[src/rtl/uart_tx_arbiter_pkg.sv]
// rtl/uart_tx_arbiter_pkg.sv - shared types and helpers for the UART transmit arbiter
package uart_tx_arbiter_pkg;

   typedef enum logic [1:0] {
      ARB_IDLE,
      ARB_START,
      ARB_WAIT
   } arb_state_t;

   // Round-robin successor that also works for non-power-of-2 requester counts
   function automatic int rr_next(input int idx, input int n);
      return (idx + 1 >= n) ? 0 : idx + 1;
   endfunction

endpackage

[src/rtl/uart_tx_arbiter_if.sv]
// rtl/uart_tx_arbiter_if.sv - requester and transmitter handshake bundle for the UART transmit arbiter
interface uart_tx_arbiter_if #(
   parameter int NREQ = 4
) ();
   localparam int IDW = $clog2(NREQ);

   logic [NREQ-1:0]   req_valid;
   logic [8*NREQ-1:0] req_data;
   logic [NREQ-1:0]   req_last;
   logic [NREQ-1:0]   req_ready;
   logic              tx_start;
   logic [7:0]        tx_din;
   logic              tx_done_tick;
   logic [IDW-1:0]    grant_id;
   logic              busy;

   modport master (
      output req_valid, req_data, req_last, tx_done_tick,
      input  req_ready, tx_start, tx_din, grant_id, busy
   );

   modport slave (
      input  req_valid, req_data, req_last, tx_done_tick,
      output req_ready, tx_start, tx_din, grant_id, busy
   );
endinterface

[src/rtl/uart_tx_arbiter_rr_picker.sv]
// rtl/uart_tx_arbiter_rr_picker.sv - combinational round-robin search starting at a pointer
module rr_picker #(
   parameter int NREQ = 4
) (
   input  logic [NREQ-1:0]         i_req,
   input  logic [$clog2(NREQ)-1:0] i_ptr,
   output logic                    o_found,
   output logic [$clog2(NREQ)-1:0] o_idx
);
   localparam int IDW = $clog2(NREQ);

   logic [IDW-1:0] w_cand;

   // Walk from the farthest candidate back to i_ptr so the nearest valid one wins
   always_comb begin
      o_found = 1'b0;
      o_idx   = '0;
      w_cand  = '0;
      for (int k = NREQ - 1; k >= 0; k--) begin
         w_cand = IDW'((int'(i_ptr) + k) % NREQ);
         if (i_req[w_cand]) begin
            o_found = 1'b1;
            o_idx   = w_cand;
         end
      end
   end
endmodule

[src/rtl/uart_tx_arbiter.sv]
// rtl/uart_tx_arbiter.sv - round-robin arbiter sharing one UART transmitter between byte-stream requesters
module uart_tx_arbiter
   import uart_tx_arbiter_pkg::*;
#(
   parameter int NREQ      = 4,
   parameter int MAX_BURST = 16
) (
   input  logic             i_clk,
   input  logic             i_reset,
   uart_tx_arbiter_if.slave io_bus
);
   localparam int IDW = $clog2(NREQ);
   localparam int BCW = (MAX_BURST == 0) ? 1 : $clog2(MAX_BURST + 1);

   arb_state_t     r_state;
   arb_state_t     w_state_nxt;
   logic [IDW-1:0] r_grant_id;
   logic [IDW-1:0] r_rr_ptr;
   logic [7:0]     r_tx_din;
   logic           r_last_q;
   logic           r_lock;
   logic [BCW-1:0] r_burst_cnt;

   logic [NREQ-1:0] w_eligible;
   logic [NREQ-1:0] w_ready;
   logic [IDW-1:0]  w_ptr;
   logic [IDW-1:0]  w_idx;
   logic            w_found;
   logic            w_tx_start;
   logic [7:0]      w_sel_data;
   logic            w_sel_last;
   logic [BCW-1:0]  w_cnt_inc;
   logic            w_release;

   // While locked, only the owner can win; reusing the picker keeps one search path
   assign w_eligible = r_lock ? (io_bus.req_valid & (NREQ'(1) << r_grant_id)) : io_bus.req_valid;
   assign w_ptr      = r_lock ? r_grant_id : r_rr_ptr;

   rr_picker #(.NREQ(NREQ)) u_picker (
      .i_req   (w_eligible),
      .i_ptr   (w_ptr),
      .o_found (w_found),
      .o_idx   (w_idx)
   );

   always_comb begin
      w_sel_data = 8'h00;
      w_sel_last = 1'b0;
      for (int i = 0; i < NREQ; i++) begin
         if (w_idx == IDW'(i)) begin
            w_sel_data = io_bus.req_data[8*i +: 8];
            w_sel_last = io_bus.req_last[i];
         end
      end
   end

   assign w_cnt_inc = r_burst_cnt + BCW'(1);
   assign w_release = r_last_q || ((MAX_BURST != 0) && (w_cnt_inc == BCW'(MAX_BURST)));

   always_comb begin
      w_state_nxt = r_state;
      w_ready     = '0;
      w_tx_start  = 1'b0;
      case (r_state)
         ARB_IDLE: begin
            if (w_found) begin
               w_ready[w_idx] = 1'b1;
               w_state_nxt    = ARB_START;
            end
         end
         ARB_START: begin
            w_tx_start  = 1'b1;
            w_state_nxt = ARB_WAIT;
         end
         ARB_WAIT: begin
            if (io_bus.tx_done_tick) begin
               w_state_nxt = ARB_IDLE;
            end
         end
         default: w_state_nxt = ARB_IDLE;
      endcase
   end

   always_ff @(posedge i_clk) begin
      if (i_reset) begin
         r_state     <= ARB_IDLE;
         r_grant_id  <= '0;
         r_rr_ptr    <= '0;
         r_tx_din    <= 8'h00;
         r_last_q    <= 1'b0;
         r_lock      <= 1'b0;
         r_burst_cnt <= '0;
      end else begin
         r_state <= w_state_nxt;
         if (r_state == ARB_IDLE && w_found) begin
            r_tx_din   <= w_sel_data;
            r_grant_id <= w_idx;
            r_last_q   <= w_sel_last;
         end
         if (r_state == ARB_WAIT && io_bus.tx_done_tick) begin
            if (w_release) begin
               r_lock      <= 1'b0;
               r_burst_cnt <= '0;
               r_rr_ptr    <= IDW'(rr_next(int'(r_grant_id), NREQ));
            end else begin
               r_lock      <= 1'b1;
               r_burst_cnt <= w_cnt_inc;
            end
         end
      end
   end

   assign io_bus.req_ready = w_ready;
   assign io_bus.tx_start  = w_tx_start;
   assign io_bus.tx_din    = r_tx_din;
   assign io_bus.grant_id  = r_grant_id;
   assign io_bus.busy      = (r_state != ARB_IDLE) || r_lock;
endmodule
[src/flat_wrapper.sv]
// flat-port wrapper written by rule: the top's interface ports become plain ports
module uart_tx_arbiter_flat import uart_tx_arbiter_pkg::*;
#(
   parameter int NREQ      = 4,
   parameter int MAX_BURST = 16
)
  (i_clk, i_reset, io_bus_req_valid, io_bus_req_data, io_bus_req_last, io_bus_tx_done_tick, io_bus_req_ready, io_bus_tx_start, io_bus_tx_din, io_bus_grant_id, io_bus_busy);
  uart_tx_arbiter_if #(.NREQ(NREQ)) io_bus_i ();
  input  logic i_clk;
  input  logic i_reset;
  input wire logic [$bits(io_bus_i.req_valid)-1:0] io_bus_req_valid;
  input wire logic [$bits(io_bus_i.req_data)-1:0] io_bus_req_data;
  input wire logic [$bits(io_bus_i.req_last)-1:0] io_bus_req_last;
  input wire logic [$bits(io_bus_i.tx_done_tick)-1:0] io_bus_tx_done_tick;
  output wire logic [$bits(io_bus_i.req_ready)-1:0] io_bus_req_ready;
  output wire logic [$bits(io_bus_i.tx_start)-1:0] io_bus_tx_start;
  output wire logic [$bits(io_bus_i.tx_din)-1:0] io_bus_tx_din;
  output wire logic [$bits(io_bus_i.grant_id)-1:0] io_bus_grant_id;
  output wire logic [$bits(io_bus_i.busy)-1:0] io_bus_busy;
  assign io_bus_i.req_valid = io_bus_req_valid;
  assign io_bus_i.req_data = io_bus_req_data;
  assign io_bus_i.req_last = io_bus_req_last;
  assign io_bus_i.tx_done_tick = io_bus_tx_done_tick;
  assign io_bus_req_ready = io_bus_i.req_ready;
  assign io_bus_tx_start = io_bus_i.tx_start;
  assign io_bus_tx_din = io_bus_i.tx_din;
  assign io_bus_grant_id = io_bus_i.grant_id;
  assign io_bus_busy = io_bus_i.busy;
  uart_tx_arbiter #(.NREQ(NREQ), .MAX_BURST(MAX_BURST)) u_core (.i_clk(i_clk), .i_reset(i_reset), .io_bus(io_bus_i));
endmodule
[config.mk]
export PLATFORM = sky130hd
export DESIGN_NAME = uart_tx_arbiter_flat
export DESIGN_NICKNAME = d
export VERILOG_FILES = /design/src/rtl/uart_tx_arbiter_pkg.sv /design/src/rtl/uart_tx_arbiter_if.sv /design/src/rtl/uart_tx_arbiter_rr_picker.sv /design/src/rtl/uart_tx_arbiter.sv /design/src/flat_wrapper.sv
export SDC_FILE = /design/constraint.sdc
export NUM_CORES = 1
export LEC_CHECK = 0
export ABC_AREA = 1
export CORE_MARGIN = 2
export CORE_UTILIZATION = 44
export DETAILED_ROUTE_END_ITERATION = 10
export PLACE_DENSITY = 0.77
export REMOVE_ABC_BUFFERS = 1
export SLEW_MARGIN = 20
export SYNTH_ARGS = -nofsm -noshare
export SYNTH_HDL_FRONTEND = slang
export SYNTH_SLANG_ARGS = --single-unit
[constraint.sdc]
create_clock -name i_clk -period 2.75 [get_ports i_clk]
set_input_delay 0.6875 -clock i_clk [delete_from_list [all_inputs] [get_ports i_clk]]
set_output_delay 0.6875 -clock i_clk [all_outputs]
set_load 0.1 [all_outputs]
==> results.md, run 1 <==
- Die area: 0.00410 mm2
- Most used flip-flop cell after synthesis: dfxtp_1
- Global Route Usage Sum: 0.231
- Root buffer cell: clkbuf_4
- Hold Path Class: reg -> reg
- Port-buffer cells: 58
- Number of routed nets with antenna violations: 0
- Final Skew: 0.00873 ns
- Min Tclk post-route: 2.99 ns
- Die X-Extent: 64.1 um
- Seq. cell area: 432 um2
- Post-synth cell types: 26
- Fin nets: 399
- Synth Register Bits: 21
- Initial antenna violation count: 0
- CTS buffer count: 3
- Yosys top cell area share: 0.265
- CP max FO: 6
- Reg-to-reg slack, setup: 0.19 ns
- VDD IR max: 0.000417 V
- Power per cell area: 576 mW/mm2
- Max Cap Viol: 0
- # rows: 21
- Largest net degree at the start of global routing: 16
- Diodes inserted: 0
- CP Class: reg -> out
- Number of flops mapped to enable cells by yosys: 0
- Worst Setup End Kind: primary output
- Drt pass-1 iters: 4
- Die Y: 64.1 um
- Via-to-Cell Ratio: 4.96
- Synth Area per Inst: 6.20 um2
- Final TNS setup: -0.905 ns
- Via Count: 1,965
- Initial Util: 0.468
- Worst-Margin Slew: 0.323 ns
- DP HPWL: 3250 um
- Post-synth top cells: nand2_1 (83), nand3_1 (27), inv_1 (26), nor2_1 (24), dfxtp_1 (21)
- Async SR Flop Fraction: 0
- Final Hold Fails: 0
- Count leader, synth: nand2_1
- First-pass GRT wire length: 7570 um
- Critical path launch point type: register
- Tcrit/Tclk final: 1.09
- Fillers: 233
- Htree depth: 1
- Clk Latency, worst-skew pair: 0.32 ns
- Final worst-path setup slack: -0.242 ns
- Share of layout cells above drive strength 1: 0.380
- Worst endpoint required time: 2.06 ns
- Yosys top cell by area: dfxtp_1
- CTS tree: yes
- Clk slew on worst S/H paths: 0.13 ns
- Post-Syn Instances: 256
- Area contributors post-synth: dfxtp_1 (26%), nand2_1 (20%), nand3_1 (8.5%)
- Worst EP arrival: 2.30 ns
- Remaining DRCs: 0
- WL final: 5430 um
- Core box area: 0.00339 mm2
- Global route overflow: 0
- Sequential area share after synthesis: 0.265
- Starting DRT DRC Count: 119
- Yosys warns: 0
- Clock Path Buffers: 2
- Vias in the first global route: 1,804
- RD Place Congestion: 0.870
- DR WL/cell: 13.7 um
- Top achievable clock speed: 0.334 GHz
- Setup violations, final: 4
- RSZ-0062 raised after global routing: yes
- Status: finished with violations
- Syn-to-layout area delta: 76.6%
- WHS: 0.495 ns
- Area of the multi-input gates: 0.00124 mm2
- Max-slew headroom: 0.784
- Violated checks: setup timing
- I/O pin count: 59
- Lkg Pwr: 0.00130 uW
- Max Slew Vio Count: 0
- Clock Sinks: 21
- Synthesized area: 0.00159 mm2
- Cts hold-fix bufs: 0
==> worst paths after layout <==
kind                                                             start  depth (start not counted)                                  to
worst max-delay path            u_core.io_bus.grant_id[1]$_SDFFE_PP0P_                         13                 io_bus_req_ready[3]
worst min-delay path                u_core.r_burst_cnt[3]$_SDFFE_PP0P_                          2  u_core.r_burst_cnt[3]$_SDFFE_PP0P_
worst max register to register  u_core.io_bus.grant_id[1]$_SDFFE_PP0P_                         17        u_core.r_last_q$_SDFFE_PP0P_
worst min register to register      u_core.r_burst_cnt[3]$_SDFFE_PP0P_                          2  u_core.r_burst_cnt[3]$_SDFFE_PP0P_
==> flip-flops by register name (all words and copies together) (netlist names) <==
| register | flops |
|---|---|
| u_core.io_bus.tx_din | 8 |
| u_core.r_burst_cnt | 5 |
| u_core.io_bus.grant_id | 2 |
| u_core.r_rr_ptr | 2 |
| u_core.r_state | 2 |
| u_core.r_last_q | 1 |
| u_core.r_lock | 1 |
==> final cells by class <==
type / count / share of cell area
Sequential cell: 21 / 0.154
Timing Repair Buffer: 98 / 0.329
Clock inverter: 1 / 0.00178
Multi-Input combinational cell: 199 / 0.443
Inverter: 28 / 0.0437
Tap cell: 46 / 0.0205
Clock buffer: 3 / 0.00803
==> critical path, cell delays in order (launching register included) <==
cell	delay (ns)
dfxtp_4	0.44
ha_4	0.16
inv_2	0.04
nand2_2	0.06
nand2_2	0.09
nand2_4	0.08
nand2_4	0.07
buf_4	0.14
o21ai_2	0.20
nand3_4	0.13
a21oi_4	0.18
inv_2	0.09
nor2_4	0.13
buf_12	0.18
==> where the power goes <==
part | leakage [uW] | internal [uW] | switching, uW
registers | 0.000174 | 343 | 35.3
logic | 0.00111 | 391 | 685
clock network | 0.0000177 | 54.6 | 104
==> layout by cell type, fill, tap and decap left out, drive strengths merged, types with 2 or more instances in the layout <==
cell type / count
nand2: 95
buf: 55
clkdlybuf4s50: 38
nand3: 29
inv: 28
nor2: 25
dfxtp: 21
a21oi: 17
o21ai: 13
ha: 5
nand4: 4
xor2: 4
dlygate4sd2: 4
clkbuf: 4
or2: 3
nor3: 2
==> per-stage QoR <==
stage          power [uW]  cell area, um2  utilization  instances  worst slack, ns
6_report             1610            2800        0.827        396           -0.242
5_1_grt              1700            2800        0.827        396           -0.340
4_1_cts              1500            2510        0.739        386           -0.146
3_5_place_dp         1270            2320        0.685        372           -0.240
3_3_place_gp         1270            2320        0.685        372           -0.226
2_1_floorplan         964            1520            -        248            -2.38
==> logic make-up (layout without fill, tap and decap cells) <==
group,Yosys count,count (layout),synth area share
simple gates,158,158,0.448
compound gates,32,32,0.116
fa+ha+maj,5,5,0.0394
xor+xnor,4,4,0.0221
buf+inv,36,130,0.110
flops,21,21,0.265
==> timing repair <==
item | in CTS | in global routing
setup endpoints to repair | 4 | 4
buffers inserted | 10 | 9
gates resized for setup | 35 | 54
gates cloned | 0 | 1
pin swaps | 19 | 27
==> metal layers <==
metal	GRT usage	part of all wire	up-vias
met3	0.0528	0.053	15
met1	0.275	0.41	881
li1	-	-	997
met4	0.0598	0.035	0
met2	0.414	0.50	72
met5	0	0	-
No activity file was read; power rests on OpenSTA's default activity.
==> run 2, diff against run 1 <==
--- a/config.mk
+++ b/config.mk
@@ -11,7 +11,6 @@
 export DETAILED_ROUTE_END_ITERATION = 10
 export PLACE_DENSITY = 0.77
 export REMOVE_ABC_BUFFERS = 1
-export SLEW_MARGIN = 20
 export SYNTH_ARGS = -nofsm -noshare
 export SYNTH_HDL_FRONTEND = slang
 export SYNTH_SLANG_ARGS = --single-unit
==> results of run 2 <==
No change in the layout: final DEF, timing and power equal those of run 1.
